**src/rtl/note_sequencer.sv**
```systemverilog
// note_sequencer: FIFO-ordered note scheduler between the PS/2 decoder and
// the buzzer path. Each queued key code rings for NOTE_CYCLES clocks and is
// followed by GAP_CYCLES clocks of silence.
// Optional feature macro: NOTE_SEQ_OVERWRITE_EN -- a push to a full queue
// (with no same-cycle pop) evicts the oldest entry instead of being discarded.
module note_sequencer #(
    parameter int DEPTH       = 8,
    parameter int NOTE_CYCLES = 50000,
    parameter int GAP_CYCLES  = 10000
) (
    input  logic                     iClk,
    input  logic                     iReset,
    input  logic                     iKeyValid,
    input  logic [7:0]               iKeyCode,
    input  logic                     iStop,
    output logic [7:0]               oFreqType,
    output logic                     oRing,
    output logic                     oBusy,
    output logic [$clog2(DEPTH):0]   oCount,
    output logic                     oFull,
    output logic                     oDropped
);

    localparam int PW     = $clog2(DEPTH);
    localparam int MAXC   = (NOTE_CYCLES > GAP_CYCLES) ? NOTE_CYCLES : GAP_CYCLES;
    localparam int CW     = $clog2(MAXC) + 1;
    localparam int ONE_I  = 1;
    localparam int NOTE_I = NOTE_CYCLES - 1;
    localparam int GAP_I  = GAP_CYCLES - 1;

    localparam logic [CW-1:0] C_NOTE_LOAD = NOTE_I[CW-1:0];
    localparam logic [CW-1:0] C_GAP_LOAD  = GAP_I[CW-1:0];
    localparam logic [CW-1:0] C_ONE       = ONE_I[CW-1:0];
    localparam logic [PW-1:0] P_ONE       = ONE_I[PW-1:0];
    localparam logic [PW:0]   N_ONE       = ONE_I[PW:0];
    localparam logic [PW:0]   N_DEPTH     = DEPTH[PW:0];

    typedef enum logic [1:0] {
        ST_IDLE,
        ST_PLAY,
        ST_GAP
    } state_t;

    state_t        r_state;
    state_t        w_state_next;
    logic [CW-1:0] r_timer;
    logic [CW-1:0] w_timer_next;

    logic [7:0]    r_mem [DEPTH];
    logic [PW-1:0] r_rd_ptr;
    logic [PW-1:0] r_wr_ptr;
    logic [PW:0]   r_count;
    logic [PW:0]   w_count_next;

    logic [7:0]    r_freq;
    logic [7:0]    w_freq_next;
    logic          r_ring;
    logic          w_ring_next;
    logic          r_busy;
    logic          r_full;
    logic          r_dropped;

    logic [7:0]    w_head;
    logic          w_expired;
    logic          w_empty;
    logic          w_is_full;
    logic          w_pop;
    logic          w_push_req;
    logic          w_push_ok;
    logic          w_drop;
    logic          w_evict;
    logic          w_write;

    assign w_head     = r_mem[r_rd_ptr];
    assign w_expired  = (r_timer == '0);
    assign w_empty    = (r_count == '0);
    assign w_is_full  = (r_count == N_DEPTH);

    // Zero codes mean "no note"; iStop discards any same-cycle push silently.
    assign w_push_req = iKeyValid && (iKeyCode != 8'd0) && !iStop;
    assign w_push_ok  = w_push_req && (!w_is_full || w_pop);
    assign w_drop     = w_push_req && w_is_full && !w_pop;
`ifdef NOTE_SEQ_OVERWRITE_EN
    assign w_evict    = w_drop;
`else
    assign w_evict    = 1'b0;
`endif
    assign w_write    = w_push_ok || w_evict;

    // Next-state, duration counter and registered-output next values.
    always_comb begin
        // NOTE: every signal gets a default first so no path can infer a latch.
        w_state_next = r_state;
        w_timer_next = r_timer;
        w_freq_next  = r_freq;
        w_ring_next  = r_ring;
        w_pop        = 1'b0;
        if (iStop) begin
            w_state_next = ST_IDLE;
            w_timer_next = '0;
            w_freq_next  = 8'd0;
            w_ring_next  = 1'b0;
        end else begin
            case (r_state)
                ST_IDLE: begin
                    w_freq_next = 8'd0;
                    w_ring_next = 1'b0;
                    if (!w_empty) begin
                        w_pop        = 1'b1;
                        w_state_next = ST_PLAY;
                        w_timer_next = C_NOTE_LOAD;
                        w_freq_next  = w_head;
                        w_ring_next  = 1'b1;
                    end
                end
                ST_PLAY: begin
                    if (w_expired) begin
                        w_state_next = ST_GAP;
                        w_timer_next = C_GAP_LOAD;
                        w_freq_next  = 8'd0;
                        w_ring_next  = 1'b0;
                    end else begin
                        w_timer_next = r_timer - C_ONE;
                    end
                end
                ST_GAP: begin
                    if (w_expired) begin
                        if (!w_empty) begin
                            // Chain straight into the next note with no IDLE cycle.
                            w_pop        = 1'b1;
                            w_state_next = ST_PLAY;
                            w_timer_next = C_NOTE_LOAD;
                            w_freq_next  = w_head;
                            w_ring_next  = 1'b1;
                        end else begin
                            w_state_next = ST_IDLE;
                            w_timer_next = '0;
                        end
                    end else begin
                        w_timer_next = r_timer - C_ONE;
                    end
                end
                default: begin
                    w_state_next = ST_IDLE;
                    w_timer_next = '0;
                    w_freq_next  = 8'd0;
                    w_ring_next  = 1'b0;
                end
            endcase
        end
    end

    // Occupancy: +1 on push, -1 on pop, unchanged for both/neither or eviction.
    always_comb begin
        w_count_next = r_count;
        if (iStop) begin
            w_count_next = '0;
        end else if (w_push_ok && !w_pop) begin
            w_count_next = r_count + N_ONE;
        end else if (w_pop && !w_push_ok) begin
            w_count_next = r_count - N_ONE;
        end
    end

    // State, duration counter and all registered outputs.
    always_ff @(posedge iClk or posedge iReset) begin
        // NOTE: sequential state uses non-blocking assignments so every register samples pre-edge values.
        if (iReset) begin
            r_state   <= ST_IDLE;
            r_timer   <= '0;
            r_freq    <= 8'd0;
            r_ring    <= 1'b0;
            r_busy    <= 1'b0;
            r_dropped <= 1'b0;
        end else begin
            r_state   <= w_state_next;
            r_timer   <= w_timer_next;
            r_freq    <= w_freq_next;
            r_ring    <= w_ring_next;
            r_busy    <= (w_state_next != ST_IDLE);
            r_dropped <= w_drop;
        end
    end

    // Queue pointers, occupancy and full flag; pointers wrap modulo DEPTH.
    always_ff @(posedge iClk or posedge iReset) begin
        if (iReset) begin
            r_rd_ptr <= '0;
            r_wr_ptr <= '0;
            r_count  <= '0;
            r_full   <= 1'b0;
        end else begin
            if (iStop) begin
                r_rd_ptr <= '0;
                r_wr_ptr <= '0;
            end else begin
                if (w_write) begin
                    r_wr_ptr <= r_wr_ptr + P_ONE;
                end
                if (w_pop || w_evict) begin
                    r_rd_ptr <= r_rd_ptr + P_ONE;
                end
            end
            r_count <= w_count_next;
            r_full  <= (w_count_next == N_DEPTH);
        end
    end

    // Queue storage; on eviction wr_ptr equals rd_ptr, so the oldest slot is overwritten.
    always_ff @(posedge iClk) begin
        // NOTE: storage has no reset; entries are only ever read behind a valid count.
        if (w_write) begin
            r_mem[r_wr_ptr] <= iKeyCode;
        end
    end

    assign oFreqType = r_freq;
    assign oRing     = r_ring;
    assign oBusy     = r_busy;
    assign oCount    = r_count;
    assign oFull     = r_full;
    assign oDropped  = r_dropped;

endmodule
```
**config.mk**
```make
export PLATFORM = sky130hd
export DESIGN_NAME = note_sequencer
export DESIGN_NICKNAME = d
export VERILOG_FILES = /design/src/rtl/note_sequencer.sv
export SDC_FILE = /design/constraint.sdc
export NUM_CORES = 1
export LEC_CHECK = 0
export CORE_MARGIN = 1
export CORE_UTILIZATION = 59
export DETAILED_ROUTE_END_ITERATION = 8
export PLACE_DENSITY_LB_ADDON = 0.05
export SLEW_MARGIN = 20
export SYNTH_ARGS = -nofsm -noshare
export SYNTH_HDL_FRONTEND = slang
export SYNTH_SLANG_ARGS = --single-unit
```
**constraint.sdc**
```tcl
create_clock -name iClk -period 3.35 [get_ports iClk]
set_input_delay 0.5025 -clock iClk [delete_from_list [all_inputs] [get_ports iClk]]
set_output_delay 0.5025 -clock iClk [all_outputs]
set_load 0.02 [all_outputs]
```
==> results of run 1 <==
state kept, by name, summed over array words and instances (netlist names):
register,count
oBusy,1
oCount,4
oDropped,1
oFreqType,8
oFull,1
oRing,1
r_mem,64
r_rd_ptr,3
r_state,2
r_timer,17
r_wr_ptr,3
power by group through the flow:
stage | logic [W] | registers (W) | clock network [W]
floorplan | 0.00115 | 0.00181 | 0
global placement | 0.00161 | 0.00182 | 0
detailed placement | 0.00163 | 0.00183 | 0
CTS | 0.00164 | 0.00180 | 0.000796
global route | 0.00181 | 0.00184 | 0.000840
finish | 0.00164 | 0.00180 | 0.000775
placed cells by master, fill, tap and decap left out, drive strengths merged, types with 2 or more instances in the layout:
| master | instances |
|---|---|
| mux2i | 13 |
| o2bb2ai | 10 |
| and2 | 2 |
| nor4 | 8 |
| mux4 | 16 |
| o21a | 2 |
| or3b | 2 |
| o31ai | 3 |
| a21oi | 12 |
| xor2 | 4 |
| nor2b | 5 |
| buf | 13 |
| inv | 14 |
| or3 | 6 |
| nor2 | 39 |
| a21o | 9 |
| clkbuf | 9 |
| nor3 | 14 |
| o21ai | 15 |
| clkinv | 3 |
| clkdlybuf4s50 | 27 |
| nand3 | 5 |
| a31oi | 4 |
| mux2 | 2 |
| or2 | 4 |
| xnor2 | 6 |
| nand2 | 11 |
| nand2b | 5 |
| edfxtp | 64 |
| or4 | 5 |
| ha | 7 |
| dfrtp | 41 |
stage by stage:
step	cell area [um2]	hold slack (ns)	power [W]	setup WS [ns]
finish	5410	0.488	0.00422	0.484
global route	5410	0.510	0.00448	0.355
CTS	5410	0.492	0.00424	0.503
detailed placement	5200	0.468	0.00346	0.323
global placement	5200	0.456	0.00343	0.384
floorplan	4760	0.441	0.00296	0.367
path summary, 6_finish.rpt:
kind	slack, ns	endpoint
min in group asynchronous	0.53	oFreqType[2]
hold / removal	0.49	r_timer[15]
max in group asynchronous	2.15	r_timer[13]
hold reg to reg	0.49	r_timer[15]
setup / recovery	0.48	r_mem[3][5]
setup reg to reg	0.48	r_mem[3][5]
area by class of cell:
cell class | count | area [um2]
Sequential cell | 105 | 2950
Fill cell | 567 | 2360
Multi-Input combinational cell | 222 | 1720
Timing Repair Buffer | 40 | 368
Tap cell | 102 | 128
Clock buffer | 9 | 124
Clock inverter | 7 | 81.3
Inverter | 10 | 37.5
per-layer routing:
layer	wire length, um	share of wire (%)
met2	4550	49
met1	4180	45
met3	526	5.6
met5	0	0
met4	87	0.93
cells by family (layout without fill, tap and decap cells):
group	Yosys count	count (layout)
simple gates	109	109
flops	105	105
compound gates	65	65
mux	31	31
buf+inv	24	66
xor+xnor	10	10
fa+ha+maj	7	7
==> run metrics, run 1 <==
# setup viols final=0; DRT Pass-1 Iters=5; CTS Buf Count=9; Buf+Inv Stages, Crit Path=0; diodes inserted=0; Max-slew headroom=43.2%; post-synthesis simple-gate area fraction=about an eighth; drc violations=0; RD Place Congestion=0.863; clock-pin slew on the worst setup and hold paths=0.10 ns; die area=0.00844 mm2; FF-to-FF Start=r_timer[7]; kind of critical path=reg -> reg; Reg2Reg Depth=5; sequential share of power=a little over two fifths; Post-Layout Cell Count=495; minimum clock period=between 2 and 3 ns; Cell Area, Synth=0.00476 mm2; Hold Vio Cnt, Final=0; Synth top area share=between 40 and 50%; first-pass GRT wire length=15.1 mm; M1 GR Usage=a little over a third; Leakage Power=around 2.0 nW; share of cells above drive strength 1=roughly 16%; core area=approximately 0.008 mm2; met2 Usage GRT=38.1%; DRT iter0 DRCs=196; H-tree levels=3; grt total ovfl=0; area growth from synthesis to final layout=13.6%; warning count from the yosys run=0; Post-Synth XOR/XNOR Area=1.84%; Hold Crit Class=reg -> reg; Rows=32; Placed Instances=479; IO Count=28; largest family of logic cells by synthesized area=simple AND/OR/NAND/NOR gates; number of buffers added for setup after CTS=0; vias per inst=6.10; fmax=between 0.3 and 0.4 GHz; list of most frequent post-synthesis cells=64 x edfxtp_1, 41 x dfrtp_1, 38 x nor2_1; CP delay by family, top=simple AND/OR/NAND/NOR gates; Final Max Tran Viols=0; CTS max path bufs=2; CTS root buf=clkbuf_8; asr flop ratio synth=39.0%; mux cell area share after synthesis=10.8%; initial antenna violation count=0; most frequent cell after synthesis=edfxtp_1; Clock Power Share=18.4%; Yosys reg bits=105; Post-Synth Adder-Cell Area=1.84%; net switching power=0.00160 W; ANT nets after route=0; final worst-path cycle share=~86%; Num Clock Sinks=105; Synth Flop Type=edfxtp_1; Synth cell types=52; die extent in x=91.9 um; Final Net Count=407; Switching Share=~38%; Hold Crit Start=r_timer[15]; combinational share of power=38.9%; EDFF count, synth=between 60 and 70; power density cells=780 mW/mm2; Port Buffer Count=27; drt total wl=approximately 9.3 mm; DR WL/cell=18.9 um; clk_skew=0.0176 ns; Starting Density=61.3%; CTS tree=built; largest net degree at the start of global routing=28; CP startpoint=r_timer[7]; sequential area share after synthesis=61.9%; Max Cap Viol=0; Crit-path slowest cell=nor2_1; Worst VDD drop=a little under 400 uV; top post-synthesis cells by area=edfxtp_1 40%, dfrtp_1 22%, mux4_2 7.6%; CTS resizes=0; worst slew pin tran=0.852 ns; DP HPWL=approximately 6.2 mm; RSZ-0062 raised after global routing=no; Pint=0.00262 W; GRT busiest layer=met2; Crit path depth=5; type of origin of the critical path=flop; via count=3,020; status=complete, no violations; GRT Overall Usage=24.2%; largest fanout on the critical path=8; utilization after layout=69.6%; largest area contributor in the netlist=edfxtp_1; vias in the first global route=2,864; Die Ht=91.9 um; syn_area_per_cell=13.6 um2; hold path cells=1; met3 Usage GRT=under 10%; Required @ worst endpoint=3.35 ns; later-pin clock latency in the skew report=between 0.3 and 0.4 ns; setup tns final=0 ns; Synth Area in Compound Gates=9.56%; Syn Nets=370; max incr delay on CP=0.68 ns; crit path DAT=2.86 ns; Crit. End Element=flop; worst-path cell chain=or4_4, nor4_4, a31o_2, nand3_1, nor2_1; synthesized instance count=351; hold_buf cts=0
No activity file was read; power rests on OpenSTA's default activity.
==> run 2: changes to the inputs <==
Settings changed: ABC_CLOCK_PERIOD_IN_PS from default to 3350, CORE_UTILIZATION 59 to 60, DONT_BUFFER_PORTS from default to 1, MAX_ROUTING_LAYER from default to met4.
==> run metrics, run 2 (synthesis gave the netlist of run 1 again) <==
status=complete, no violations; largest net degree at the start of global routing=42 (+50%); Filler Cell Count=571 (+0.71%); setup tns final=0 ns (unchanged); DR WL/cell=19.5 um (+3.1%); clock-pin slew on the worst setup and hold paths=0.10 ns (about the same); met3 wire len=356 um (-32%); Final Max Tran Viols=0 (unchanged); die area=0.00830 mm2 (-1.6%); CP delay by family, top=simple AND/OR/NAND/NOR gates; CTS tree=built; kind of critical path=reg -> reg; Top reg by flops=r_mem; later-pin clock latency in the skew report=0.37 ns (about the same); fmax=0.354 GHz (+1.5%); Crit path top cell by count=mux2i_1; clk_skew=0.00825 ns (-0.00937 ns); hold_buf cts=0 (unchanged); DRT iter0 DRCs=270 (+38%); first-pass GRT wire length=14.8 mm (-1.7%); die extent in x=91.1 um (-0.82%); H-tree levels=3 (unchanged); CTS root buf=clkbuf_8; via count=2,871 (-4.9%); Port Buffer Count=0 (-100%); vias per inst=6.16 (+0.98%); met2 wire len=4.18 mm (-8.1%); most frequent cells in the layout=64 x edfxtp_1, 41 x dfrtp_1, 38 x nor2_1, 16 x mux4_2, 14 x nor3_1; initial antenna violation count=0 (unchanged); Hold Vio Cnt, Final=0 (unchanged); Required @ worst endpoint=3.60 ns (+0.25 ns); final worst-path cycle share=84.3% (-1.2 points); max reg flops=64 (unchanged); largest fanout on the critical path=16 (+8); Hold Crit Class=in -> reg; crit path DAT=3.07 ns (+0.21 ns); Rows=32 (unchanged); grt total ovfl=0 (unchanged); DRT met1 WL=4.45 mm (+6.5%); Crit. End Element=flop; Buf+Inv Stages, Crit Path=2 (+2); CTS resizes=0 (unchanged); Top Metal Used=met4; Die Ht=91.1 um (-0.82%); max incr delay on CP=0.54 ns (-0.14 ns); worst-path cell chain=inv_1, ha_1, nor3b_1, nor4_1, a21oi_2, buf_4, mux2i_1, mux2i_1, a2111oi_2; IO Count=28 (unchanged); CTS max path bufs=2 (unchanged); ANT nets after route=0 (unchanged); worst slew pin tran=0.905 ns (+0.0535 ns); number of buffers added for setup after CTS=0 (unchanged); type of origin of the critical path=flop; DRT Pass-1 Iters=5 (unchanged); GRT Overall Usage=24.7% (+0.54 points); # setup viols final=0 (unchanged); share of cells above drive strength 1=17.0% (+0.75 points); Starting Density=62.0% (+0.64 points); power density cells=780 mW/mm2 (about the same); core area=0.00769 mm2 (-1.0%); Final Net Count=378 (-7.1%); CTS Buf Count=9 (unchanged); diodes inserted=0 (unchanged); worst hold slack=0.187 ns (-0.301 ns); Leakage Power=1.91 nW (-6.0%); Num Clock Sinks=105 (unchanged); drc violations=0 (unchanged); vias in the first global route=2,790 (-2.6%); area growth from synthesis to final layout=7.12%; Max Cap Viol=0 (unchanged); Crit-path slowest cell=dfrtp_1; minimum clock period=2.82 ns (-0.0416 ns); drt total wl=9.07 mm (-2.9%); Max-slew headroom=39.5% (-3.7 points); RD Place Congestion=0.876 (+1.5%); Worst VDD drop=430 uV (+8.7%); commonest non-fill, non-tap cell in the layout=edfxtp_1; RSZ-0062 raised after global routing=no; DP HPWL=5.95 mm (-4.5%)
run 2: path summary, 6_finish.rpt:
check / startpoint / to / slack [ns] / depth (start not counted)
max reg2reg: oCount[0] / oFull / 0.53 / 9
min reg2reg: r_timer[15] / r_timer[15] / 0.49 / 1
min in group asynchronous: iReset / oBusy / 0.20 / 1
max in group asynchronous: iReset / r_timer[15] / 2.59 / 1
max: oCount[0] / oFull / 0.53 / 9
min: iStop / r_wr_ptr[2] / 0.19 / 1
run 2: layout make-up:
class                           instances  area (um2)  share of cell area (%)
Multi-Input combinational cell        222        1730                    33.9
Clock inverter                          7        53.8                    1.05
Tap cell                              102         128                    2.50
Sequential cell                       105        2950                    57.8
Clock buffer                            9         124                    2.43
Timing Repair Buffer                   11        82.6                    1.62
Inverter                               10        37.5                   0.736
run 2: where the power goes:
group | total, W | internal [W] | switching [W]
registers | 0.00190 | 0.00156 | 0.000339
logic | 0.00136 | 0.000611 | 0.000744
clock network | 0.000722 | 0.000277 | 0.000445
run 2: worst reg2reg max path, stage by stage (launching register included):
cell and delay, ns:
dfrtp_1 0.54, inv_1 0.20, ha_1 0.19, nor3b_1 0.50
nor4_1 0.14, a21oi_2 0.24, buf_4 0.27, mux2i_1 0.26
mux2i_1 0.30, a2111oi_2 0.06
run 2: stage by stage:
stage / util [%] / instances / total power [W] / worst slack (ns) / area, um2
2_1_floorplan: - / 351 / 0.00296 / 0.367 / 4760
3_3_place_gp: 64.1 / 450 / 0.00325 / 0.585 / 4920
3_5_place_dp: 64.1 / 450 / 0.00328 / 0.578 / 4920
4_1_cts: 66.4 / 466 / 0.00400 / 0.557 / 5100
5_1_grt: 66.4 / 466 / 0.00423 / 0.244 / 5100
6_report: 66.4 / 466 / 0.00398 / 0.526 / 5100
run 2: per-layer routing:
| layer | vias to the layer above | track usage, % |
|---|---|---|
| li1 | 1352 | - |
| met1 | 1439 | 36.0 |
| met2 | 73 | 35.5 |
| met3 | 7 | 4.86 |
| met4 | 0 | 7.94 |
| met5 | - | - |
